## src/rtl/trig_tagger.sv

```systemverilog
// -----------------------------------------------------------------------------
// trig_tagger
//   Builds timestamped TRIG/BEGIN/END records from the trigger stage pulses and
//   queues them in a small show-ahead FIFO for the readout sequencer.
//   The trigpulse that opens a long cycle pulse is filtered out. To do this,
//   each trigger is held pending for HOLD clocks. It is discarded if cycleend
//   arrives before it is committed.
//
// Ports
//   clk        in   160 MHz clock
//   rst_n      in   asynchronous active-low reset
//   enable     in   recording enable; 0 forces IDLE and blocks writes
//   trigpulse  in   1-clk trigger pulse
//   cycleend   in   1-clk spill-end pulse
//   cyclebegin in   1-clk spill-begin pulse
//   rd_ready   in   consumer accepts head record
//   rd_valid   out  FIFO non-empty
//   rd_data    out  {type[1:0], num[CNTW-1:0], ts[TSW-1:0]}; 00 TRIG, 01 BEGIN, 10 END
//   lost       out  records dropped on FIFO full (saturating)
// -----------------------------------------------------------------------------
module trig_tagger #(
    parameter int TSW    = 32,
    parameter int CNTW   = 16,
    parameter int HOLD   = 200,
    parameter int DEPTHL = 2
) (
    input  logic                   clk,
    input  logic                   rst_n,
    input  logic                   enable,
    input  logic                   trigpulse,
    input  logic                   cycleend,
    input  logic                   cyclebegin,
    input  logic                   rd_ready,
    output logic                   rd_valid,
    output logic [2+CNTW+TSW-1:0]  rd_data,
    output logic [15:0]            lost
);
    localparam int RW    = 2 + CNTW + TSW;
    localparam int DEPTH = 1 << DEPTHL;
    localparam int AW    = (HOLD > 1) ? $clog2(HOLD) : 1;

    localparam logic [1:0] ST_IDLE  = 2'd0;
    localparam logic [1:0] ST_SPILL = 2'd1;
    localparam logic [1:0] ST_GAP   = 2'd2;

    localparam logic [1:0] TY_TRIG  = 2'b00;
    localparam logic [1:0] TY_BEGIN = 2'b01;
    localparam logic [1:0] TY_END   = 2'b10;

    logic [1:0]        state_q,   state_d;
    logic [TSW-1:0]    ts_q,      ts_d;
    logic [CNTW-1:0]   trigcnt_q, trigcnt_d;
    logic [CNTW-1:0]   cycnum_q,  cycnum_d;
    logic              pend_q,    pend_d;
    logic [TSW-1:0]    pend_ts_q, pend_ts_d;
    logic [AW-1:0]     age_q,     age_d;
    logic [RW-1:0]     mem_q [DEPTH];
    logic [RW-1:0]     mem_d [DEPTH];
    logic [DEPTHL-1:0] wr_ptr_q,  wr_ptr_d;
    logic [DEPTHL-1:0] rd_ptr_q,  rd_ptr_d;
    logic [DEPTHL:0]   count_q,   count_d;
    logic [15:0]       lost_q,    lost_d;

    logic          wr_en;
    logic [RW-1:0] wr_rec;
    logic          pop, push, full;

    // Event recording FSM and pending-trigger holding register
    always_comb begin
        state_d   = state_q;
        ts_d      = ts_q + 1'b1;
        trigcnt_d = trigcnt_q;
        cycnum_d  = cycnum_q;
        pend_d    = pend_q;
        pend_ts_d = pend_ts_q;
        age_d     = pend_q ? age_q + 1'b1 : age_q;
        wr_en     = 1'b0;
        wr_rec    = '0;

        if (!enable) begin
            state_d = ST_IDLE;
            pend_d  = 1'b0;
        end else if (state_q == ST_SPILL) begin
            if (cycleend) begin
                // The still-pending trigger was the leading edge of the cycle pulse.
                pend_d  = 1'b0;
                wr_en   = 1'b1;
                wr_rec  = {TY_END, trigcnt_q, ts_q};
                state_d = ST_GAP;
            end else if (trigpulse) begin
                if (pend_q) begin
                    wr_en     = 1'b1;
                    wr_rec    = {TY_TRIG, trigcnt_q, pend_ts_q};
                    trigcnt_d = trigcnt_q + 1'b1;
                end
                pend_d    = 1'b1;
                pend_ts_d = ts_q;
                age_d     = '0;
            end else if (pend_q && age_q == AW'(HOLD - 1)) begin
                wr_en     = 1'b1;
                wr_rec    = {TY_TRIG, trigcnt_q, pend_ts_q};
                trigcnt_d = trigcnt_q + 1'b1;
                pend_d    = 1'b0;
            end
        end else if (cyclebegin) begin
            wr_en     = 1'b1;
            wr_rec    = {TY_BEGIN, cycnum_q, ts_q};
            cycnum_d  = cycnum_q + 1'b1;
            trigcnt_d = '0;
            state_d   = ST_SPILL;
        end
    end

    // Show-ahead FIFO; a write into a full FIFO still lands if the head pops this clk
    always_comb begin
        full     = (count_q == (DEPTHL+1)'(DEPTH));
        pop      = (count_q != '0) && rd_ready;
        push     = wr_en && (!full || pop);
        mem_d    = mem_q;
        wr_ptr_d = wr_ptr_q;
        rd_ptr_d = rd_ptr_q;
        count_d  = count_q;
        lost_d   = lost_q;

        if (push) begin
            mem_d[wr_ptr_q] = wr_rec;
            wr_ptr_d        = wr_ptr_q + 1'b1;
        end
        if (pop) begin
            rd_ptr_d = rd_ptr_q + 1'b1;
        end
        if (push && !pop) begin
            count_d = count_q + 1'b1;
        end else if (pop && !push) begin
            count_d = count_q - 1'b1;
        end
        if (wr_en && !push && lost_q != 16'hFFFF) begin
            lost_d = lost_q + 1'b1;
        end
    end

    always_ff @(posedge clk or negedge rst_n) begin
        if (!rst_n) begin
            state_q   <= ST_IDLE;
            ts_q      <= '0;
            trigcnt_q <= '0;
            cycnum_q  <= '0;
            pend_q    <= 1'b0;
            pend_ts_q <= '0;
            age_q     <= '0;
            for (int i = 0; i < DEPTH; i++) begin
                mem_q[i] <= '0;
            end
            wr_ptr_q  <= '0;
            rd_ptr_q  <= '0;
            count_q   <= '0;
            lost_q    <= '0;
        end else begin
            state_q   <= state_d;
            ts_q      <= ts_d;
            trigcnt_q <= trigcnt_d;
            cycnum_q  <= cycnum_d;
            pend_q    <= pend_d;
            pend_ts_q <= pend_ts_d;
            age_q     <= age_d;
            mem_q     <= mem_d;
            wr_ptr_q  <= wr_ptr_d;
            rd_ptr_q  <= rd_ptr_d;
            count_q   <= count_d;
            lost_q    <= lost_d;
        end
    end

    assign rd_valid = (count_q != '0);
    assign rd_data  = mem_q[rd_ptr_q];
    assign lost     = lost_q;

endmodule

```

## config.mk

```make
export PLATFORM = sky130hd
export DESIGN_NAME = trig_tagger
export DESIGN_NICKNAME = d
export VERILOG_FILES = /design/src/rtl/trig_tagger.sv
export SDC_FILE = /design/constraint.sdc
export NUM_CORES = 1
export LEC_CHECK = 0
export ABC_CLOCK_PERIOD_IN_PS = 3200
export CAP_MARGIN = 20
export CORE_MARGIN = 1.5
export CORE_UTILIZATION = 30
export CTS_CLUSTER_DIAMETER = 60
export DETAILED_ROUTE_END_ITERATION = 7
export PLACE_DENSITY_LB_ADDON = 0.12
export SYNTH_ARGS = -nofsm -noshare
export SYNTH_HDL_FRONTEND = slang
export SYNTH_SLANG_ARGS = --single-unit
```

## constraint.sdc

```tcl
create_clock -name clk -period 3.2 [get_ports clk]
set_input_delay 0.32 -clock clk [delete_from_list [all_inputs] [get_ports clk]]
set_output_delay 0.32 -clock clk [all_outputs]
set_load 0.02 [all_outputs]
```

==> results of run 1 <==
cells in the final DEF, fill, tap and decap left out, types with 13 or more instances in the layout:
cell,instances
nor2_1,231
buf_12,16
a22oi_1,47
a21oi_2,35
a21oi_1,161
xor2_1,29
clkbuf_16,45
and4_1,13
nand4_1,28
nand2_1,43
xnor2_1,52
clkdlybuf4s50_1,72
dfrtp_1,328
mux4_2,50
buf_4,21
mux2_2,43
nand3_1,29
per-layer routing:
layer,part of all wire [%],vias to the layer above,track usage (%),wire length [um]
li1,-,4655,-,-
met1,49,4840,20.78,17380
met2,46,103,23.25,16450
met3,2.8,40,2.338,989
met4,1.7,0,4.352,614
met5,0,-,0,0
cell usage after synthesis, types with 7 or more instances:
| cell type | instances | area share, % |
|---|---|---|
| xnor2_1 | 52 | 3.1 |
| a21oi_2 | 35 | 2.1 |
| mux4_2 | 50 | 7.7 |
| a22oi_1 | 47 | 2.4 |
| ha_1 | 10 | 0.85 |
| a21oi_1 | 161 | 5.5 |
| and4_1 | 13 | 0.78 |
| clkbuf_1 | 36 | 0.92 |
| mux2_2 | 43 | 3.3 |
| xor2_1 | 29 | 1.7 |
| and3_1 | 12 | 0.51 |
| nand2_1 | 43 | 1.1 |
| nor2_1 | 232 | 5.9 |
| inv_1 | 10 | 0.26 |
| buf_2 | 28 | 0.95 |
| mux2i_1 | 7 | 0.48 |
| nand4_1 | 28 | 1.2 |
| nor3_1 | 7 | 0.24 |
| buf_6 | 11 | 0.84 |
| dfrtp_1 | 330 | 56 |
| and2_1 | 7 | 0.30 |
| nand3_1 | 29 | 0.99 |
area by class of cell:
class                           count  area share [%]
Sequential cell                   330           46.49
Multi-Input combinational cell    849           33.93
Clock buffer                       67           7.364
Timing Repair Buffer              111           6.885
Tap cell                          615           4.329
Clock inverter                     14          0.7885
Inverter                           10          0.2112
critical path: stages, from the launching register on:
cell	delay, ns
dfrtp_4	0.63
buf_12	0.27
mux4_2	0.57
clkdlybuf4s50_1	0.57
what timing repair did:
action                     in CTS  in global routing
hold buffers                    1                  0
hold endpoints to repair       92                  0
setup endpoints to repair       0                  0
power by group through the flow:
stage               clock (mW)  sequential [mW]  combinational [mW]
finish                    4.85             6.46                6.07
global placement             0             6.50                6.11
detailed placement           0             6.55                6.18
floorplan                    0             6.23                4.04
global route              5.19             6.67                6.63
CTS                       5.02             6.48                6.20
through the flow:
step                      hold slack, ns  utilization, %  power, mW  worst slack, ns
after floorplan                  0.02441               -      10.27           0.6533
after global placement            0.4379           33.96      12.61           0.4250
after detailed placement          0.4672           33.96      12.73           0.3881
after CTS                         0.4521           36.99      17.71           0.1855
after global routing              0.4899           36.99      18.49           0.1482
final                             0.4430           36.99      17.39           0.2609
registers in the layout, indices dropped and copies added, names as in the netlist:
name	flops
lost	16
wr_ptr_q	2
pend_q	1
ts_q	32
pend_ts_q	32
mem_q	200
trigcnt_q	16
count_q	3
rd_ptr_q	2
state_q	2
cycnum_q	16
age_q	8
worst max path at each step:
stage,start,endpoint,cells past startpoint
after floorplan,age_q[0],count_q[1],10
after global routing,rd_ptr_q[0],rd_data[0],3
after CTS,rd_ptr_q[0],rd_data[0],3
final,rd_ptr_q[0],rd_data[0],3
after global placement,cyclebegin,count_q[2],11
after detailed placement,cyclebegin,count_q[2],11
cell families (layout without fill, tap and decap cells):
kind of cell | count (synthesis) | in the layout | share of synthesized area [%]
muxes | 100 | 100 | 11.44
AOI/OAI and AO/OA | 262 | 262 | 11.16
adders and majority gates | 11 | 11 | 0.9880
DFF | 330 | 330 | 56.21
and+or+nand+nor | 395 | 395 | 12.32
xor gates and xnor gates | 81 | 81 | 4.829
buffers and inverters | 87 | 202 | 3.049
==> results.py, run 1 <==
metrics = {
    "route": {
        "routed_wl_mm": 35.44,
        "num_vias": 9638,
        "drcViolationCount": 0,
        "drtIter0Drc": 557,
        "via_per_inst": 4.829,
        "postRouteAntennaNets": 0,
        "wl_per_cell_um": 17.76,
        "drt_first_pass_iters": 4,
    },
    "worst_setup_path": {
        "cp_max_fo": 19,
        "rr_startpoint": "pend_q",
        "worstPathArrival_ns": 2.62,
        "rr_worst_depth": 10,
        "crit_required_ns": 2.88,
        "crit_path_end_kind": "output port",
        "reg2reg_slack_ns": 0.50,
        "crit_type": "register to output port",
        "r2r-end": "count_q[2]",
        "start_kind": "register",
    },
    "grt": {
        "grt_max_degree": 103,
        "grt-ovfl-total": 0,
        "grt_usage_pct": 14.69,
        "grt_pass1_vias": 9967,
        "grt_pass1_wl_mm": 57.94,
        "antenna_found_initial": 0,
    },
    "power": {
        "p_switching_mw": 5.669,
        "ir_worst_vdd_v": 0.0006156,
        "power_leakage_nw": 7.498,
        "switching_share_pct": 32.61,
        "p_int_mw": 11.72,
        "p_per_area_nw_per_um2": 978.2,
        "seq_power_share_pct": 37.1,
        "clockPowerShare_pct": 27.9,
        "combPwrFrac_pct": 34.9,
    },
    "final_layout": {
        "multiInputGateArea_sq_um": 6031,
        "design_area_sq_um": 17770,
        "regArea_sq_um": 8263,
        "n_antenna_cell": 0,
        "final_nets": 1364,
        "final_cell_count_no_fill": 1996,
        "area_delta_synth_final_pct": 20.99,
        "drive_gt1_share_pct": 18.39,
        "filler_cell_count": 4695,
    },
    "synth": {
        "syn_area_sq_um": 14690,
        "yosysWarningCount": 0,
        "async_flop_share_pct": 100.0,
        "syn_inst": 1266,
        "ys_seq_area_share_pct": 56.21,
        "synth_nets": 1284,
        "ys.flop_type": "dfrtp_1",
        "synth-edff-count": 0,
        "netlist-cell-type-count": 50,
        "syn_area_per_cell_sq_um": 11.60,
        "ys_seq_elements": 330,
    },
    "placed_design": {
        "port_buffers": 73,
        "placed_area_sq_um": 16310,
        "gp_congestion": 0.7279,
        "placedCellCount": 1914,
        "hpwl_mm": 22.56,
    },
    "timing": {
        "post-route-min-period_ns": 2.939,
        "fin_crit_sh_pct": 91.85,
        "fin_skew_ns": 0.01628,
        "slew_viol_final": 0,
        "fmax_mhz": 340.2,
        "hold_viol_final": 0,
        "slew_headroom_pct": 42.75,
        "rsz0062_at_grt": "false",
        "fin_setup_tns_ns": 0,
        "tightest_slew_ns": 0.8587,
        "setup_viol": 0,
    },
    "die": {
        "die_w_um": 224.3,
        "die_h_um": 224.3,
        "ioPinCount": 74,
        "coreArea_sq_um": 48050,
        "num_rows": 80,
        "start_util_pct": 30.58,
        "die_area_sq_um": 50300,
    },
    "run": {
        "drv_cap": 0,
    },
    "clock_network": {
        "cts_repair_resize_count": 0,
        "htreeDepth": 2,
        "cts_tree": "built",
        "cts_buffers": 44,
        "clk_pin_slew_ns": 0.05,
        "numClockSinks": 330,
        "clock_latency_ns": 0.56,
        "cts_buffer_depth": 3,
        "postCtsSetupRepairBufs": 0,
        "clockRootBuffer": "clkbuf_16",
    },
    "hold_path": {
        "hold_class": "input pin to asynchronous set/reset pin",
    },
    "status": {
        "status": "finished clean",
    },
}
Note: power is estimated with default switching activity, not from simulation.
==> inputs of run 2 (changes only) <==
- SETUP_SLACK_MARGIN: unset -> 0.05
==> results of run 2 <==
Same layout as run 1: the final DEF is identical, and so are final timing and power.
